==> config.mk <==
export PLATFORM = sky130hd
export DESIGN_NAME = dff_pair_monitor_flat
export DESIGN_NICKNAME = d
export VERILOG_FILES = /design/src/rtl/dff_pair_monitor_if.sv /design/src/rtl/dff_pair_monitor.sv /design/src/flat_wrapper.sv
export SDC_FILE = /design/constraint.sdc
export NUM_CORES = 1
export LEC_CHECK = 0
export ABC_AREA = 0
export CAP_MARGIN = 20
export CORE_ASPECT_RATIO = 1.25
export CORE_UTILIZATION = 30
export DETAILED_ROUTE_END_ITERATION = 12
export GPL_ROUTABILITY_DRIVEN = 0
export PLACE_DENSITY = 0.51
export SLEW_MARGIN = 5
export SYNTH_ARGS = -nofsm -noshare
export SYNTH_HDL_FRONTEND = slang
export SYNTH_SLANG_ARGS = --single-unit
==> constraint.sdc <==
create_clock -name clk -period 5.3 [get_ports clk]
set_clock_uncertainty 0.1 [all_clocks]
set_input_delay 0.795 -clock clk [delete_from_list [all_inputs] [get_ports clk]]
set_output_delay 0.795 -clock clk [all_outputs]
set_load 0.01 [all_outputs]
==> src/rtl/dff_pair_monitor_if.sv <==
// rtl/dff_pair_monitor_if.sv - Event inputs and monitor outputs of dff_pair_monitor
interface dff_pair_monitor_if #(
    parameter int WIDTH = 8
);
    logic             i1;
    logic             i2;
    logic             clr;
    logic [WIDTH-1:0] cnt1;
    logic [WIDTH-1:0] cnt2;
    logic             armed;
    logic             match;
    logic             timeout;

    modport master (
        output i1, i2, clr,
        input  cnt1, cnt2, armed, match, timeout
    );

    modport slave (
        input  i1, i2, clr,
        output cnt1, cnt2, armed, match, timeout
    );
endinterface

==> src/rtl/dff_pair_monitor.sv <==
// rtl/dff_pair_monitor.sv - Edge counters and i1-then-i2 match window monitor
module dff_pair_monitor #(
    parameter int WIDTH       = 8,
    parameter int WINDOW      = 16,
    parameter int SYNC_STAGES = 2
) (
    input  logic              clk,
    input  logic              rst,
    dff_pair_monitor_if.slave bus
);
    localparam int            TW     = $clog2(WINDOW + 1);
    localparam logic [TW-1:0] T_LAST = TW'(WINDOW - 1);

    typedef enum logic {
        IDLE  = 1'b0,
        ARMED = 1'b1
    } state_t;

    logic [SYNC_STAGES-1:0] sync;
    logic                   s1;
    logic                   p1;
    logic                   s2;
    logic                   p2;
    logic                   e1;
    logic                   e2;
    logic [WIDTH-1:0]       cnt1;
    logic [WIDTH-1:0]       cnt2;
    state_t                 state;
    state_t                 state_next;
    logic [TW-1:0]          t;
    logic [TW-1:0]          t_next;
    logic                   match;
    logic                   match_next;
    logic                   timeout;
    logic                   timeout_next;

    // i2 comes from a foreign clock domain; only the last sync stage is used
    assign s2 = sync[SYNC_STAGES-1];
    assign e1 = s1 & ~p1;
    assign e2 = s2 & ~p2;

    always_ff @(posedge clk) begin
        if (rst) begin
            sync <= '0;
            s1   <= 1'b0;
            p1   <= 1'b0;
            p2   <= 1'b0;
        end else begin
            sync <= {sync[SYNC_STAGES-2:0], bus.i2};
            s1   <= bus.i1;
            p1   <= s1;
            p2   <= s2;
        end
    end

    always_ff @(posedge clk) begin
        if (rst || bus.clr) begin
            cnt1 <= '0;
            cnt2 <= '0;
        end else begin
            if (e1 && (cnt1 != '1)) begin
                cnt1 <= cnt1 + WIDTH'(1);
            end
            if (e2 && (cnt2 != '1)) begin
                cnt2 <= cnt2 + WIDTH'(1);
            end
        end
    end

    always_ff @(posedge clk) begin
        if (rst) begin
            state   <= IDLE;
            t       <= '0;
            match   <= 1'b0;
            timeout <= 1'b0;
        end else begin
            state   <= state_next;
            t       <= t_next;
            match   <= match_next;
            timeout <= timeout_next;
        end
    end

    // e2 wins over a simultaneous e1 while armed; a re-arm suppresses timeout
    always_comb begin
        state_next   = state;
        t_next       = t;
        match_next   = 1'b0;
        timeout_next = 1'b0;
        case (state)
            IDLE: begin
                if (e1) begin
                    state_next = ARMED;
                    t_next     = '0;
                end
            end
            ARMED: begin
                if (e2) begin
                    match_next = 1'b1;
                    state_next = IDLE;
                    t_next     = '0;
                end else if (e1) begin
                    t_next = '0;
                end else if (t == T_LAST) begin
                    timeout_next = 1'b1;
                    state_next   = IDLE;
                    t_next       = '0;
                end else begin
                    t_next = t + TW'(1);
                end
            end
            default: begin
                state_next = IDLE;
                t_next     = '0;
            end
        endcase
    end

    assign bus.cnt1    = cnt1;
    assign bus.cnt2    = cnt2;
    assign bus.armed   = (state == ARMED);
    assign bus.match   = match;
    assign bus.timeout = timeout;
endmodule

==> src/flat_wrapper.sv <==
// flat-port wrapper written by rule: the top's interface ports become plain ports
module dff_pair_monitor_flat 
#(
    parameter int WIDTH       = 8,
    parameter int WINDOW      = 16,
    parameter int SYNC_STAGES = 2
)
  (clk, rst, bus_i1, bus_i2, bus_clr, bus_cnt1, bus_cnt2, bus_armed, bus_match, bus_timeout);
  dff_pair_monitor_if #(.WIDTH(WIDTH)) bus_i ();
  input  logic clk;
  input  logic rst;
  input wire logic [$bits(bus_i.i1)-1:0] bus_i1;
  input wire logic [$bits(bus_i.i2)-1:0] bus_i2;
  input wire logic [$bits(bus_i.clr)-1:0] bus_clr;
  output wire logic [$bits(bus_i.cnt1)-1:0] bus_cnt1;
  output wire logic [$bits(bus_i.cnt2)-1:0] bus_cnt2;
  output wire logic [$bits(bus_i.armed)-1:0] bus_armed;
  output wire logic [$bits(bus_i.match)-1:0] bus_match;
  output wire logic [$bits(bus_i.timeout)-1:0] bus_timeout;
  assign bus_i.i1 = bus_i1;
  assign bus_i.i2 = bus_i2;
  assign bus_i.clr = bus_clr;
  assign bus_cnt1 = bus_i.cnt1;
  assign bus_cnt2 = bus_i.cnt2;
  assign bus_armed = bus_i.armed;
  assign bus_match = bus_i.match;
  assign bus_timeout = bus_i.timeout;
  dff_pair_monitor #(.WIDTH(WIDTH), .WINDOW(WINDOW), .SYNC_STAGES(SYNC_STAGES)) u_core (.clk(clk), .rst(rst), .bus(bus_i));
endmodule
* After elaboration in Yosys (flattened, before gate mapping)
Cells that the tools add are included.
Operators by class: add/sub/neg operators 3, equal/unequal tests 4, muxes and demuxes 12, bitwise operators 5, reductions and logical operators 5
Operators by type and width (number):
- $mux W5 | 4
- $add A8 B1 Y8 const B | 2
- $ne A8 B8 Y1 const B | 2
- $pmux W5 S2 | 1
- $mux W1 | 6
- $add A5 B1 Y5 const B | 1
- $eq A5 B4 Y1 const B | 1
- $reduce_or A4 Y1 | 1
- $not A1 Y1 | 3
- $and A1 B1 Y1 | 2
- $logic_and A1 B1 Y1 | 2
- $ne A2 B1 Y1 const B | 1
- $pmux W1 S2 | 1
- $reduce_or A2 Y1 | 1
- $logic_or A1 B1 Y1 | 1
Storage, ports and cells: register bits after elaboration 29, output and inout port bits 19

* Longest topological paths before layout
word-level depth 5, depth in mapped cells 5, mapped depth without buffers 5

* Least setup slack after synthesis
OpenSTA, ideal clock, no wires.
kind input to register, start point input port rst, end point register u_core.cnt1[4] (netlist: u_core.bus.cnt1[4]), arrival 1.612 ns, setup slack 3.510 ns, stages 4, cell sequence clkbuf_1 > or2_2 > clkbuf_1 > nor3_1
Between the ends: word-level cells in the longest chain between the ends 1
Ends and longest elaborated chain:
- start, declared | line flat_wrapper.sv:11 | input logic rst;
- $logic_or A1 B1 Y1 | line dff_pair_monitor.sv:57 | if (rst || bus.clr) begin
- end signal, assigned | line dff_pair_monitor.sv:62 | cnt1 <= cnt1 + WIDTH'(1);
- end, declared | line dff_pair_monitor.sv:26 | logic [WIDTH-1:0] cnt1;
Every way passes these cells. A chain may end at the register's enable or synchronous reset.

* Worst setup path after layout
start point register u_core.state (netlist: u_core.bus.armed), end point output port bus_armed
RTL lines:
- start, declared | line dff_pair_monitor.sv:28 | state_t state;
- start signal, assigned | line dff_pair_monitor.sv:77 | state <= state_next;
- end, declared | line flat_wrapper.sv:17 | output wire logic [$bits(bus_i.armed)-1:0] bus_armed;
No word-level cell between the ends.

==> results.tsv <==
stage	metric	value	unit
setup_path	crit-path leading delay family	buffers and inverters	
sta	number of slew-limit violations in the final report	0	
cells_and_area	final cell count without fillers	226	
clocking	number of buffers between clock root and the deepest sink	2	
synthesis	most frequently used flop master after synthesis	sky130_fd_sc_hd__dfxtp_1	
floorplan	Core Rows	26	
placement	pre-CTS WS	2.89	ns
clocking	clock tree from TritonCTS	done	
floorplan	die span in y	75.1	µm
route	post-DR vias/cell	5.15	
floorplan	I/O pin total	24	
synthesis	synth warn	0	
route	total wirelength of the detailed-routed design	2840	µm
clocking	CTS HTree Levels	2	
sta	worst setup slack after layout	2.98	ns
setup_path	crit path max fanout	13	
placement	number of input and output port buffers inserted	23	
setup_path	worst path cell trace	clkdlybuf4s50_1	
cells_and_area	relative area change from synthesis to final layout	27.4	%
cells_and_area	number of antenna diodes	0	
job	max-capacitance violation count	0	
sta	transition time at the pin with the least slew margin	0.604	ns
synthesis	count of different cell masters after synthesis	32	
global_routing	first-pass GRT wire length	4890	µm
clocking	clock insertion delay at the later pin of the skew report	0.28	ns
cells_and_area	commonest cells after routing, fill and taps aside	sky130_fd_sc_hd__dfxtp_1, sky130_fd_sc_hd__clkdlybuf4s50_1, sky130_fd_sc_hd__nand3_1, sky130_fd_sc_hd__nand2_1, sky130_fd_sc_hd__a21oi_1	
route	Pre-antenna DRT Iters	4	
floorplan	Die Footprint	0.00454	mm²
sta	Final Hold Vio Count	0	
clocking	number of hold-repair buffers added at the cts stage	0	
setup_path	delay of the slowest cell on the worst path	0.61	ns
synthesis	Avg Synthesized Cell Area	8.84	µm²
setup_path	critical path class	flip-flop to output port	
global_routing	total congestion overflow	0	
cells_and_area	area of the multi-input gates	659	µm²
cells_and_area	number of fill cells in the layout	461	
placement	sum of net half-perimeters after detailed placement	2030	µm
route	1st-iter DRT viols	59	
sta	minimum clock period after layout	2.32	ns
cells_and_area	most frequent standard cell in the layout excluding fill and tap cells	sky130_fd_sc_hd__dfxtp_1	
placement	number of placed instances with taps included	218	
synthesis	most area-consuming cells after synthesis	sky130_fd_sc_hd__dfxtp_1, sky130_fd_sc_hd__nand3_1, sky130_fd_sc_hd__a21oi_1	
synthesis	Net Count, Synth	153	
cells_and_area	footprint of the flip-flops and latches	581	µm²
setup_path	Worst Path Arrival	1.43	ns
sta	hold slack final	0.332	ns
placement	area post-placement	0.00155	mm²
clocking	clock root cell	sky130_fd_sc_hd__clkbuf_8	
route	antenna violation net count after detailed routing	0	
pwr	power density relative to cell area	255	mW/mm²
floorplan	CORE AREA	0.00410	mm²
sta	setup TNS after final layout	0	ns
floorplan	die outline width	60.5	µm
worst_hold_path	path type of the worst min-delay path	flip-flop to flip-flop	
route	count of vias placed by the detailed router	1164	
synthesis	proportion of synthesized chip area in sequential cells	0.453	
clocking	setup bufs post-CTS	0	
clocking	Resize count post-CTS	0	
setup_path	WP data required	4.41	ns
sta	fmax	431	MHz
synthesis	count of state elements after synthesis	29	
synthesis	count of mapped cells out of synthesis	145	
cells_and_area	share of final-layout standard cells stronger than drive strength 1	0.0882	
synthesis	mapped cell area	0.00128	mm²
sta	setup repair after global routing missed its margin	false	
global_routing	antenna violations before repair	0	
synthesis	asr flop ratio synth	0	
global_routing	largest net degree at the start of global routing	14	
route	DRC errors left	0	
pwr	Leakage	0.539	nW
global_routing	gr usage total	0.147	
cells_and_area	Layout Nets	177	
sta	worst max-slew margin expressed relative to the limit	0.596	
setup_path	CP endpoint kind	output port	
sta	final setup violation count	0	
pwr	Worst IR Drop VDD	0.0886	mV
setup_path	CP Buf/Inv Count	1	
floorplan	effective utilization at floorplan	0.313	
setup_path	critical path startpoint category	flip-flop	
clocking	total CTS buffers	5	
clocking	clock slew at the register clock pins of the worst setup and hold paths	0.06	ns
synthesis	EDFF count, synth	0	
cells_and_area	final std cell area, no fill	0.00163	mm²
route	wire length per cell	12.6	µm
synthesis	post-synth top area cell	sky130_fd_sc_hd__dfxtp_1	
setup_path	slowest cell on the critical path	sky130_fd_sc_hd__clkdlybuf4s50_1	
global_routing	vias in the first global route	1131	
status	result of the run	complete, no violations	
sta	final cycle utilization of the critical path	0.438	
synthesis	fraction of post-synthesis cell area in the top cell type by area	0.453	
clocking	clock sink total	29	
## cells in the mapped netlist (2+ instances only)
cell,n
sky130_fd_sc_hd__nor3_1,6
sky130_fd_sc_hd__dfxtp_1,29
sky130_fd_sc_hd__nand2b_1,2
sky130_fd_sc_hd__o31ai_1,2
sky130_fd_sc_hd__a211oi_1,5
sky130_fd_sc_hd__nor2_1,7
sky130_fd_sc_hd__inv_1,3
sky130_fd_sc_hd__a31oi_1,4
sky130_fd_sc_hd__or4_1,2
sky130_fd_sc_hd__and3_1,3
sky130_fd_sc_hd__nand3_1,12
sky130_fd_sc_hd__a21oi_1,10
sky130_fd_sc_hd__o21ai_0,9
sky130_fd_sc_hd__nand4_1,5
sky130_fd_sc_hd__and4_1,4
sky130_fd_sc_hd__nand4b_1,2
sky130_fd_sc_hd__nor2b_1,7
sky130_fd_sc_hd__ha_1,3
sky130_fd_sc_hd__clkbuf_1,4
sky130_fd_sc_hd__xor2_1,2
sky130_fd_sc_hd__nand2_1,12
sky130_fd_sc_hd__or2_2,2
## state kept, by name, indices dropped and copies added, names as in the netlist
register / cells
u_core.bus.armed: 1
u_core.bus.cnt2: 8
u_core.p2: 1
u_core.sync: 2
u_core.p1: 1
u_core.bus.cnt1: 8
u_core.t: 5
u_core.bus.timeout: 1
u_core.bus.match: 1
u_core.s1: 1
## logic make-up after synthesis
family | Yosys count | synth area share
buffers and inverters | 9 | 0.0332
muxes | 1 | 0.00878
adders and majority gates | 3 | 0.0293
AOI/OAI and AO/OA | 32 | 0.153
and+or+nand+nor | 69 | 0.309
xor gates and xnor gates | 2 | 0.0137
DFF | 29 | 0.453
## layer usage
| metal | up-vias | part of all wire | track usage |
|---|---|---|---|
| li1 | 580 | - | - |
| met1 | 546 | 0.43 | 0.165 |
| met2 | 31 | 0.50 | 0.245 |
| met3 | 7 | 0.041 | 0.0464 |
| met4 | 0 | 0.025 | 0.0758 |
| met5 | - | 0 | 0 |
## report_power, final
part	leakage (nW)	internal, mW	switching, mW	total, mW
registers	0.235	0.221	0.00352	0.225
logic	0.259	0.0104	0.0115	0.0220
clock network	0.0450	0.0906	0.0794	0.170
## per-stage QoR
step | utilization | power (mW)
6_report | 0.399 | 0.417
5_1_grt | 0.399 | 0.438
4_1_cts | 0.399 | 0.425
3_5_place_dp | 0.379 | 0.252
3_3_place_gp | 0.379 | 0.251
2_1_floorplan | - | 0.244
## final timing paths
check | from | endpoint | slack, ns | cells past startpoint
worst max-delay path | u_core.bus.armed | bus_armed | 2.98 | 1
worst min-delay path | u_core.t[4] | u_core.t[4] | 0.33 | 2
worst max register to register | u_core.s1 | u_core.bus.cnt1[5] | 3.39 | 4
worst min register to register | u_core.t[4] | u_core.t[4] | 0.33 | 2
## area by class of cell
class,instances,area share
Clock inverter,2,0.00613
Sequential cell,29,0.355
Multi-Input combinational cell,107,0.404
Tap cell,56,0.0429
Clock buffer,6,0.0444
Inverter,3,0.00689
Timing Repair Buffer,23,0.141
(Power assumes the default switching activity.)
